==> src/rtl/sequential_fifo.sv <==
// Single-clock FIFO with occupancy count, registered status flags, sticky error
// flags and a choice of registered-read or show-ahead output.
module sequential_fifo #(
    parameter int DATA_WIDTH         = 8,
    parameter int DEPTH              = 16,
    parameter int ALMOST_FULL_LEVEL  = DEPTH - 2,
    parameter int ALMOST_EMPTY_LEVEL = 2,
    parameter int SHOWAHEAD          = 0
) (
    input  logic                       clk,
    input  logic                       reset,
    input  logic                       request_write,
    input  logic                       request_read,
    input  logic [DATA_WIDTH-1:0]      data_in,
    input  logic                       clear_errors,
    output logic [DATA_WIDTH-1:0]      data_out,
    output logic                       data_valid,
    output logic [$clog2(DEPTH):0]     count,
    output logic                       full,
    output logic                       empty,
    output logic                       almost_full,
    output logic                       almost_empty,
    output logic                       overflow,
    output logic                       underflow
);

    localparam int AW = (DEPTH > 1) ? $clog2(DEPTH) : 1;
    localparam int CW = $clog2(DEPTH) + 1;

    localparam logic [CW-1:0] CNT_ONE  = CW'(1);
    localparam logic [CW-1:0] CNT_ZERO = '0;
    localparam logic [CW-1:0] CNT_MAX  = CW'(DEPTH);
    localparam logic [CW-1:0] AF_LVL   = CW'(ALMOST_FULL_LEVEL);
    localparam logic [CW-1:0] AE_LVL   = CW'(ALMOST_EMPTY_LEVEL);
    localparam logic [AW-1:0] PTR_ONE  = AW'(1);

    logic [DATA_WIDTH-1:0] mem [DEPTH];

    logic [AW-1:0]         wr_ptr_q, wr_ptr_d;
    logic [AW-1:0]         rd_ptr_q, rd_ptr_d;
    logic [CW-1:0]         count_q, count_d;
    logic                  full_q, empty_q;
    logic                  almost_full_q, almost_empty_q;
    logic                  overflow_q, overflow_d;
    logic                  underflow_q, underflow_d;
    logic [DATA_WIDTH-1:0] data_out_q;
    logic                  data_valid_q;

    logic                  rd_accept;
    logic                  wr_accept;

    // A pop frees a slot in the same cycle, so a full FIFO can still accept a push.
    assign rd_accept = request_read && !empty_q;
    assign wr_accept = request_write && (!full_q || rd_accept);

    always_comb begin
        wr_ptr_d = wr_ptr_q;
        rd_ptr_d = rd_ptr_q;
        count_d  = count_q;

        if (wr_accept) begin
            wr_ptr_d = wr_ptr_q + PTR_ONE;
        end
        if (rd_accept) begin
            rd_ptr_d = rd_ptr_q + PTR_ONE;
        end

        case ({wr_accept, rd_accept})
            2'b10:   count_d = count_q + CNT_ONE;
            2'b01:   count_d = count_q - CNT_ONE;
            default: count_d = count_q;
        endcase
    end

    always_comb begin
        overflow_d  = overflow_q;
        underflow_d = underflow_q;

        if (clear_errors) begin
            overflow_d  = 1'b0;
            underflow_d = 1'b0;
        end
        // A fresh error event in the clearing cycle wins over the clear.
        if (request_write && !wr_accept) begin
            overflow_d = 1'b1;
        end
        if (request_read && !rd_accept) begin
            underflow_d = 1'b1;
        end
    end

    always_ff @(posedge clk) begin
        if (reset) begin
            wr_ptr_q       <= '0;
            rd_ptr_q       <= '0;
            count_q        <= '0;
            full_q         <= 1'b0;
            empty_q        <= 1'b1;
            almost_full_q  <= 1'b0;
            almost_empty_q <= 1'b1;
            overflow_q     <= 1'b0;
            underflow_q    <= 1'b0;
        end else begin
            wr_ptr_q       <= wr_ptr_d;
            rd_ptr_q       <= rd_ptr_d;
            count_q        <= count_d;
            full_q         <= (count_d == CNT_MAX);
            empty_q        <= (count_d == CNT_ZERO);
            almost_full_q  <= (count_d >= AF_LVL);
            almost_empty_q <= (count_d <= AE_LVL);
            overflow_q     <= overflow_d;
            underflow_q    <= underflow_d;
        end
    end

    // Storage is never cleared; the pointers alone define what is live.
    always_ff @(posedge clk) begin
        if (wr_accept && !reset) begin
            mem[wr_ptr_q] <= data_in;
        end
    end

    generate
        if (SHOWAHEAD == 0) begin : g_registered_read
            always_ff @(posedge clk) begin
                if (reset) begin
                    data_out_q   <= '0;
                    data_valid_q <= 1'b0;
                end else begin
                    data_valid_q <= rd_accept;
                    if (rd_accept) begin
                        data_out_q <= mem[rd_ptr_q];
                    end
                end
            end
        end else begin : g_show_ahead
            logic head_bypass;

            // The next head is the word being written right now when the write
            // lands on the slot the read pointer is about to point at.
            assign head_bypass = wr_accept && (wr_ptr_q == rd_ptr_d);

            always_ff @(posedge clk) begin
                if (reset) begin
                    data_out_q   <= '0;
                    data_valid_q <= 1'b0;
                end else begin
                    data_valid_q <= (count_d != CNT_ZERO);
                    if (count_d != CNT_ZERO) begin
                        data_out_q <= head_bypass ? data_in : mem[rd_ptr_d];
                    end
                end
            end
        end
    endgenerate

    assign data_out     = data_out_q;
    assign data_valid   = data_valid_q;
    assign count        = count_q;
    assign full         = full_q;
    assign empty        = empty_q;
    assign almost_full  = almost_full_q;
    assign almost_empty = almost_empty_q;
    assign overflow     = overflow_q;
    assign underflow    = underflow_q;

endmodule

==> config.mk <==
export PLATFORM = sky130hd
export DESIGN_NAME = sequential_fifo
export DESIGN_NICKNAME = d
export VERILOG_FILES = /design/src/rtl/sequential_fifo.sv
export SDC_FILE = /design/constraint.sdc
export NUM_CORES = 1
export LEC_CHECK = 0
export ABC_CLOCK_PERIOD_IN_PS = 6690
export CORE_MARGIN = 2
export CORE_UTILIZATION = 45
export CTS_CLUSTER_SIZE = 16
export DETAILED_ROUTE_END_ITERATION = 10
export GPL_TIMING_DRIVEN = 0
export PLACE_DENSITY_LB_ADDON = 0.2
export SKIP_LAST_GASP = 1
export SYNTH_ARGS = -nofsm -noshare
export SYNTH_HDL_FRONTEND = slang
export SYNTH_SLANG_ARGS = --single-unit
==> constraint.sdc <==
create_clock -name clk -period 6.69 [get_ports clk]
set_input_delay 1.6725 -clock clk [delete_from_list [all_inputs] [get_ports clk]]
set_output_delay 1.6725 -clock clk [all_outputs]
set_load 0.005 [all_outputs]
==> results of run 1 <==
flip-flops by register name, indices dropped and copies added, names as in the netlist, 4 cells and up:
name	cells
data_out	8
count	5
mem	128
rd_ptr_q	4
wr_ptr_q	4
critical path: cells and delay by family:
kind            cells  cell delay, ns
buf+inv             3            0.77
fa+ha+maj           2            0.41
compound gates      3            0.85
simple gates        3            0.45
xor+xnor            2            0.51
kinds of logic (layout without fill, tap and decap cells):
kind of cell / count (synthesis) / after routing / share of synthesized area
adder cells (fa/ha/maj): 8 / 8 / 0.01620
buffers and inverters: 30 / 94 / 0.02632
flip-flops: 156 / 156 / 0.7128
AND/OR/NAND/NOR: 74 / 74 / 0.05468
multiplexers: 33 / 33 / 0.1183
XOR/XNOR: 10 / 10 / 0.01418
AO/OA/AOI/OAI: 52 / 52 / 0.05752
cell type report:
type	instances	area [um2]
tap	176	220.2
timing repair buffer	32	320.3
sequential	156	4404
clock buffer	19	432.9
multi-input combinational	177	1617
fill	1072	5969
buffer	22	132.6
inverter	8	30.03
clock inverter	13	221.5
synthesized netlist by cell type, drive strengths merged (4+ instances only):
master	number	area (um2)
a21oi	19	95.09
a22oi	18	135.1
buf	15	105.1
clkbuf	7	27.52
dfxtp	28	560.5
edfxtp	128	3844
ha	8	100.1
inv	8	30.03
mux4	32	720.7
nand2	14	52.55
nor2	39	146.4
nor2b	4	25.02
nor3	5	25.02
xor2	7	61.31
metal layers:
layer  share of wire  GRT usage  wire length, um
met4           0.025    0.08261              299
met2            0.48     0.2746             5795
met3           0.074    0.05122              901
met5               0          0                0
met1            0.42     0.2423             5105
power by group through the flow:
stage	logic (mW)	registers, mW	clock network [mW]
6_report	0.347	1.10	1.06
4_1_cts	0.352	1.10	1.07
5_1_grt	0.381	1.11	1.11
2_1_floorplan	0.227	1.12	0
3_3_place_gp	0.347	1.12	0
3_5_place_dp	0.350	1.12	0
layout by cell type, fill, tap and decap left out, drive strengths merged, types with 3 or more instances in the layout:
cell type,netlist,layout
edfxtp,128,128
nor2,39,39
mux4,32,32
clkdlybuf4s50,0,32
dfxtp,28,28
clkbuf,7,26
a21oi,19,19
a22oi,18,18
buf,15,15
nand2,14,14
ha,8,8
inv,8,8
xor2,7,7
bufinv,0,6
nor3,5,5
clkinv,0,5
nor2b,4,4
nand2b,3,3
xnor2,3,3
nand4,3,3
through the flow:
step                utilization  setup WS [ns]  cell area [um2]  hold slack [ns]
global placement         0.5034          1.962             6719           0.4695
detailed placement       0.5034          1.916             6719           0.4882
floorplan                     -          2.792             6178           0.4764
global route             0.5528          2.187             7378           0.5256
CTS                      0.5524          2.311             7373           0.5020
finish                   0.5528          2.330             7378           0.4928
path summary, 6_finish.rpt:
| path | cells past startpoint | slack (ns) | from | to |
|---|---|---|---|---|
| worst min register to register | 2 | 0.49 | data_out[4] | data_out[4] |
| worst max register to register | 12 | 3.66 | empty | full |
| worst max-delay path | 13 | 2.33 | request_read | full |
| worst min-delay path | 2 | 0.49 | data_out[4] | data_out[4] |
==> flow_metrics.env, run 1 <==
export IMPL_finalCriticalPeriod_ns=4.360
export IMPL_pin_count=33
export IMPL_initial_utilization=0.4629
export IMPL_viasPerCell=5.516
export IMPL_pwr_share_clk=0.422
export IMPL_finalCritPeriodShare=0.6518
export IMPL_p_sw_mw=0.5546
export IMPL_finalHoldViolCount=0
export IMPL_crit_fanout=10
export IMPL_num_antenna_cells=0
export IMPL_p_int_mw=1.954
export IMPL_leakage_nw=2.426
export IMPL_gp_congestion=0.8059
export IMPL_antenna_found_initial=0
export IMPL_path_cells="clkdlybuf4s50_1 > nand2b_1 > a21boi_1 > inv_2 > ha_1 > buf_4 > xor2_1 > ha_1 > a21oi_1 > nor2b_1 > o2111ai_1 > xor2_1 > and4bb_1"
export IMPL_rsz0062_at_grt="no"
export IMPL_die_area_um2=14680
export IMPL_wl_um=12100
export IMPL_syn_to_final_growth_pct=19.42
export IMPL_yosys_warnings=0
export IMPL_cts_tree="yes"
export IMPL_grt_use_total=0.1804
export IMPL_cap_violations=0
export IMPL_clock_latency_ns=0.41
export IMPL_status="completed"
export IMPL_cts_buffer_depth=2
export IMPL_dp_final_hpwl_um=8057
export IMPL_post_layout_nonfiller_instances=603
export IMPL_synthesis_instances=363
export IMPL_die_h_um=121.2
export IMPL_grt_pass1_wl_um=18870
export IMPL_worst_slew_margin_rel=0.06342
export IMPL_clock_root_buffer="clkbuf_16"
export IMPL_p_per_area_nw_per_um2=340.0
export IMPL_worstMarginPinSlew_ns=1.394
export IMPL_first_pass_iters=4
export IMPL_dr_total_vias=3326
export IMPL_p_total_mw=2.509
export IMPL_crit_type="input pin to flip-flop"
export IMPL_p_sw_frac=0.2211
export IMPL_worst_setup_path_end_kind="flip-flop"
export IMPL_hold_class="flip-flop to flip-flop"
export IMPL_drc=0
export IMPL_synth_ff_type="edfxtp_1"
export IMPL_synth_area_um2=6178
export IMPL_arrival_ns=4.66
export IMPL_async_reset_ff_frac=0
export IMPL_worstPathRequired_ns=6.99
export IMPL_cts_hold_buf=0
export IMPL_slowest_stage="clkdlybuf4s50_1"
export IMPL_clock_sinks=156
export IMPL_numPortBuffers=32
export IMPL_rows=42
export IMPL_post_cts_buffers=0
export IMPL_drt_iter0_markers=216
export IMPL_wl_per_cell_um=20.07
export IMPL_drive_gt1_frac=0.1803
export IMPL_numCtsBuffers=17
export IMPL_grt_max_degree=17
export IMPL_slew_viol_final=0
export IMPL_grt_ovfl_total=0
export IMPL_htreeDepth=4
export IMPL_fin_setup_tns_ns=0
export IMPL_die_x_um=121.2
export IMPL_ant_nets=0
export IMPL_grt_pass1_vias=3369
export IMPL_slowest_delay_ns=0.48
export IMPL_p_seq_frac=0.440
export IMPL_vdd_drop_max_mv=0.1805
export IMPL_layout_nets=435
export IMPL_yosysSeqAreaShare=0.7128
export IMPL_avgSynthCellArea_um2=17.02
export IMPL_syn_nets=384
export IMPL_cp_start_kind="input pin"
export IMPL_coreArea_um2=13350
export IMPL_clock_skew_ns=0.006096
export IMPL_setup_viol=0
export IMPL_comb_power_share=0.138
export IMPL_clkTransAtPathRegs_ns=0.06
export IMPL_fmax_ghz=0.2293
export IMPL_place_inst=571
export IMPL_synth_cell_types=43
export IMPL_synth_seq_cells=156
export IMPL_synth_edf_count=128
export IMPL_cts_resized=0
No activity file was read; power rests on OpenSTA's default activity.
==> run 2: changes to the inputs <==
- ABC_CLOCK_PERIOD_IN_PS: 6690 -> 3600
- clock period: 6.69 -> 3.6 ns (I/O delays scaled with it)
==> flow_metrics.env, run 2 (synthesis gave the netlist of run 1 again) <==
export IMPL_status="completed"
export IMPL_grt_max_degree=17
export IMPL_finalCritPeriodShare=0.9557
export IMPL_wl_um=12120
export IMPL_worstMarginPinSlew_ns=1.334
export IMPL_dp_final_hpwl_um=8057
export IMPL_grt_pass1_wl_um=18860
export IMPL_largest_register_ffs=128
export IMPL_fmax_ghz=0.2907
export IMPL_setup_viol=0
export IMPL_clock_latency_ns=0.42
export IMPL_slew_viol_final=0
export IMPL_die_x_um=121.2
export IMPL_crit_type="input pin to flip-flop"
export IMPL_cts_tree="yes"
export IMPL_clock_root_buffer="clkbuf_16"
export IMPL_rows=42
export IMPL_ant_nets=0
export IMPL_antenna_found_initial=0
export IMPL_layout_nets=435
export IMPL_p_seq_frac=0.439
export IMPL_worstPathRequired_ns=3.91
export IMPL_crit_fanout=10
export IMPL_comb_power_share=0.139
export IMPL_num_antenna_cells=0
export IMPL_p_int_mw=3.632
export IMPL_numCtsBuffers=17
export IMPL_cts_buffer_depth=2
export IMPL_cts_hold_buf=0
export IMPL_vdd_drop_max_mv=0.3351
export IMPL_gp_congestion=0.8059
export IMPL_grt_pass1_vias=3369
export IMPL_dr_total_vias=3341
export IMPL_clock_sinks=156
export IMPL_worst_setup_path_end_kind="flip-flop"
export IMPL_htreeDepth=4
export IMPL_coreArea_um2=13350
export IMPL_viasPerCell=5.541
export IMPL_layout_commonest_cell="edfxtp_1"
export IMPL_grt_use_total=0.1803
export IMPL_drive_gt1_frac=0.1850
export IMPL_regMostFlops="mem"
export IMPL_wl_per_cell_um=20.11
export IMPL_worst_slew_margin_rel=0.1037
export IMPL_die_area_um2=14680
export IMPL_hold_class="flip-flop to flip-flop"
export IMPL_clkTransAtPathRegs_ns=0.06
export IMPL_pin_count=33
export IMPL_final_cell_mix="edfxtp_1, nor2_1, mux4_2, clkdlybuf4s50_1, dfxtp_1"
export IMPL_pwr_share_clk=0.422
export IMPL_grt_ovfl_total=0
export IMPL_syn_to_final_growth_pct=19.56
export IMPL_drt_iter0_markers=244
export IMPL_rsz0062_at_grt="no"
export IMPL_numPortBuffers=32
export IMPL_p_sw_frac=0.2220
export IMPL_initial_utilization=0.4629
export IMPL_arrival_ns=3.75
export IMPL_p_total_mw=4.668
export IMPL_p_per_area_nw_per_um2=631.9
export IMPL_p_sw_mw=1.037
export IMPL_finalCriticalPeriod_ns=3.440
export IMPL_die_h_um=121.2
export IMPL_drc=0
export IMPL_leakage_nw=2.431
export IMPL_finalHoldViolCount=0
export IMPL_first_pass_iters=5
export IMPL_finalCoreUtilization=0.5534
export IMPL_cp_start_kind="input pin"
export IMPL_clock_skew_ns=0.008861
export IMPL_cap_violations=0
==> run 2: cell types whose count changed in the layout (fill, tap and decap cells not counted) <==
cell,change
a21boi_1,-1
nor3_2,+1
nor3_1,-1
a21boi_2,+1
==> run 2: stage by stage <==
stage          setup TNS [ns]  cell area (um2)  cells  setup WS [ns]  hold slack (ns)
5_1_grt                     0             7387    603        0.02579           0.5256
6_report                    0             7387    603         0.1596           0.4957
3_3_place_gp           -10.11             6719    571        -0.3556           0.4695
3_5_place_dp           -12.17             6719    571        -0.4017           0.4882
4_1_cts                     0             7378    603        0.03298           0.5020
2_1_floorplan               0             6178    363         0.4750           0.4764
==> run 2: layout make-up <==
type | instances | area, um2
Multi-Input combinational cell | 177 | 1625
Timing Repair Buffer | 32 | 320.3
Clock inverter | 13 | 221.5
Clock buffer | 19 | 432.9
Sequential cell | 156 | 4404
Inverter | 8 | 30.03
Fill cell | 1075 | 5961
Tap cell | 176 | 220.2
Buffer | 22 | 132.6
==> run 2: worst paths after layout <==
path,startpoint,slack [ns],depth (start not counted),endpoint
min,data_out[1],0.50,2,data_out[1]
max reg2reg,empty,0.72,12,full
min reg2reg,data_out[1],0.50,2,data_out[1]
max,request_read,0.16,13,full
==> run 2: critical path, cell delays in order <==
cell and delay, ns:
clkdlybuf4s50_1 0.48, nand2b_1 0.11, a21boi_2 0.29, inv_2 0.11
ha_1 0.19, buf_4 0.16, xor2_1 0.16, ha_1 0.21
a21oi_1 0.15, nor2b_1 0.08, o2111ai_1 0.28, xor2_1 0.35
and4bb_1 0.27
==> run 2: metal layers <==
metal | wire length (um) | track usage | up-vias
met3 | 793 | 0.05122 | 21
met4 | 262 | 0.08261 | 0
met5 | 0 | 0 | -
met2 | 5846 | 0.2746 | 106
li1 | - | - | 1518
met1 | 5221 | 0.2419 | 1696
==> run 2: power groups by stage <==
stage	Clock (mW)	Combinational [mW]	Sequential, mW
after floorplan	0	0.421	2.09
after global placement	0	0.645	2.08
after detailed placement	0	0.650	2.09
after CTS	2.00	0.655	2.05
after global routing	2.07	0.710	2.06
final	1.97	0.647	2.05
==> run 2: timing repair <==
action                     in CTS  in global routing
cloned                          0                  0
setup buffers                   0                  0
setup endpoints to repair       8                 20
gates resized for setup         1                  1
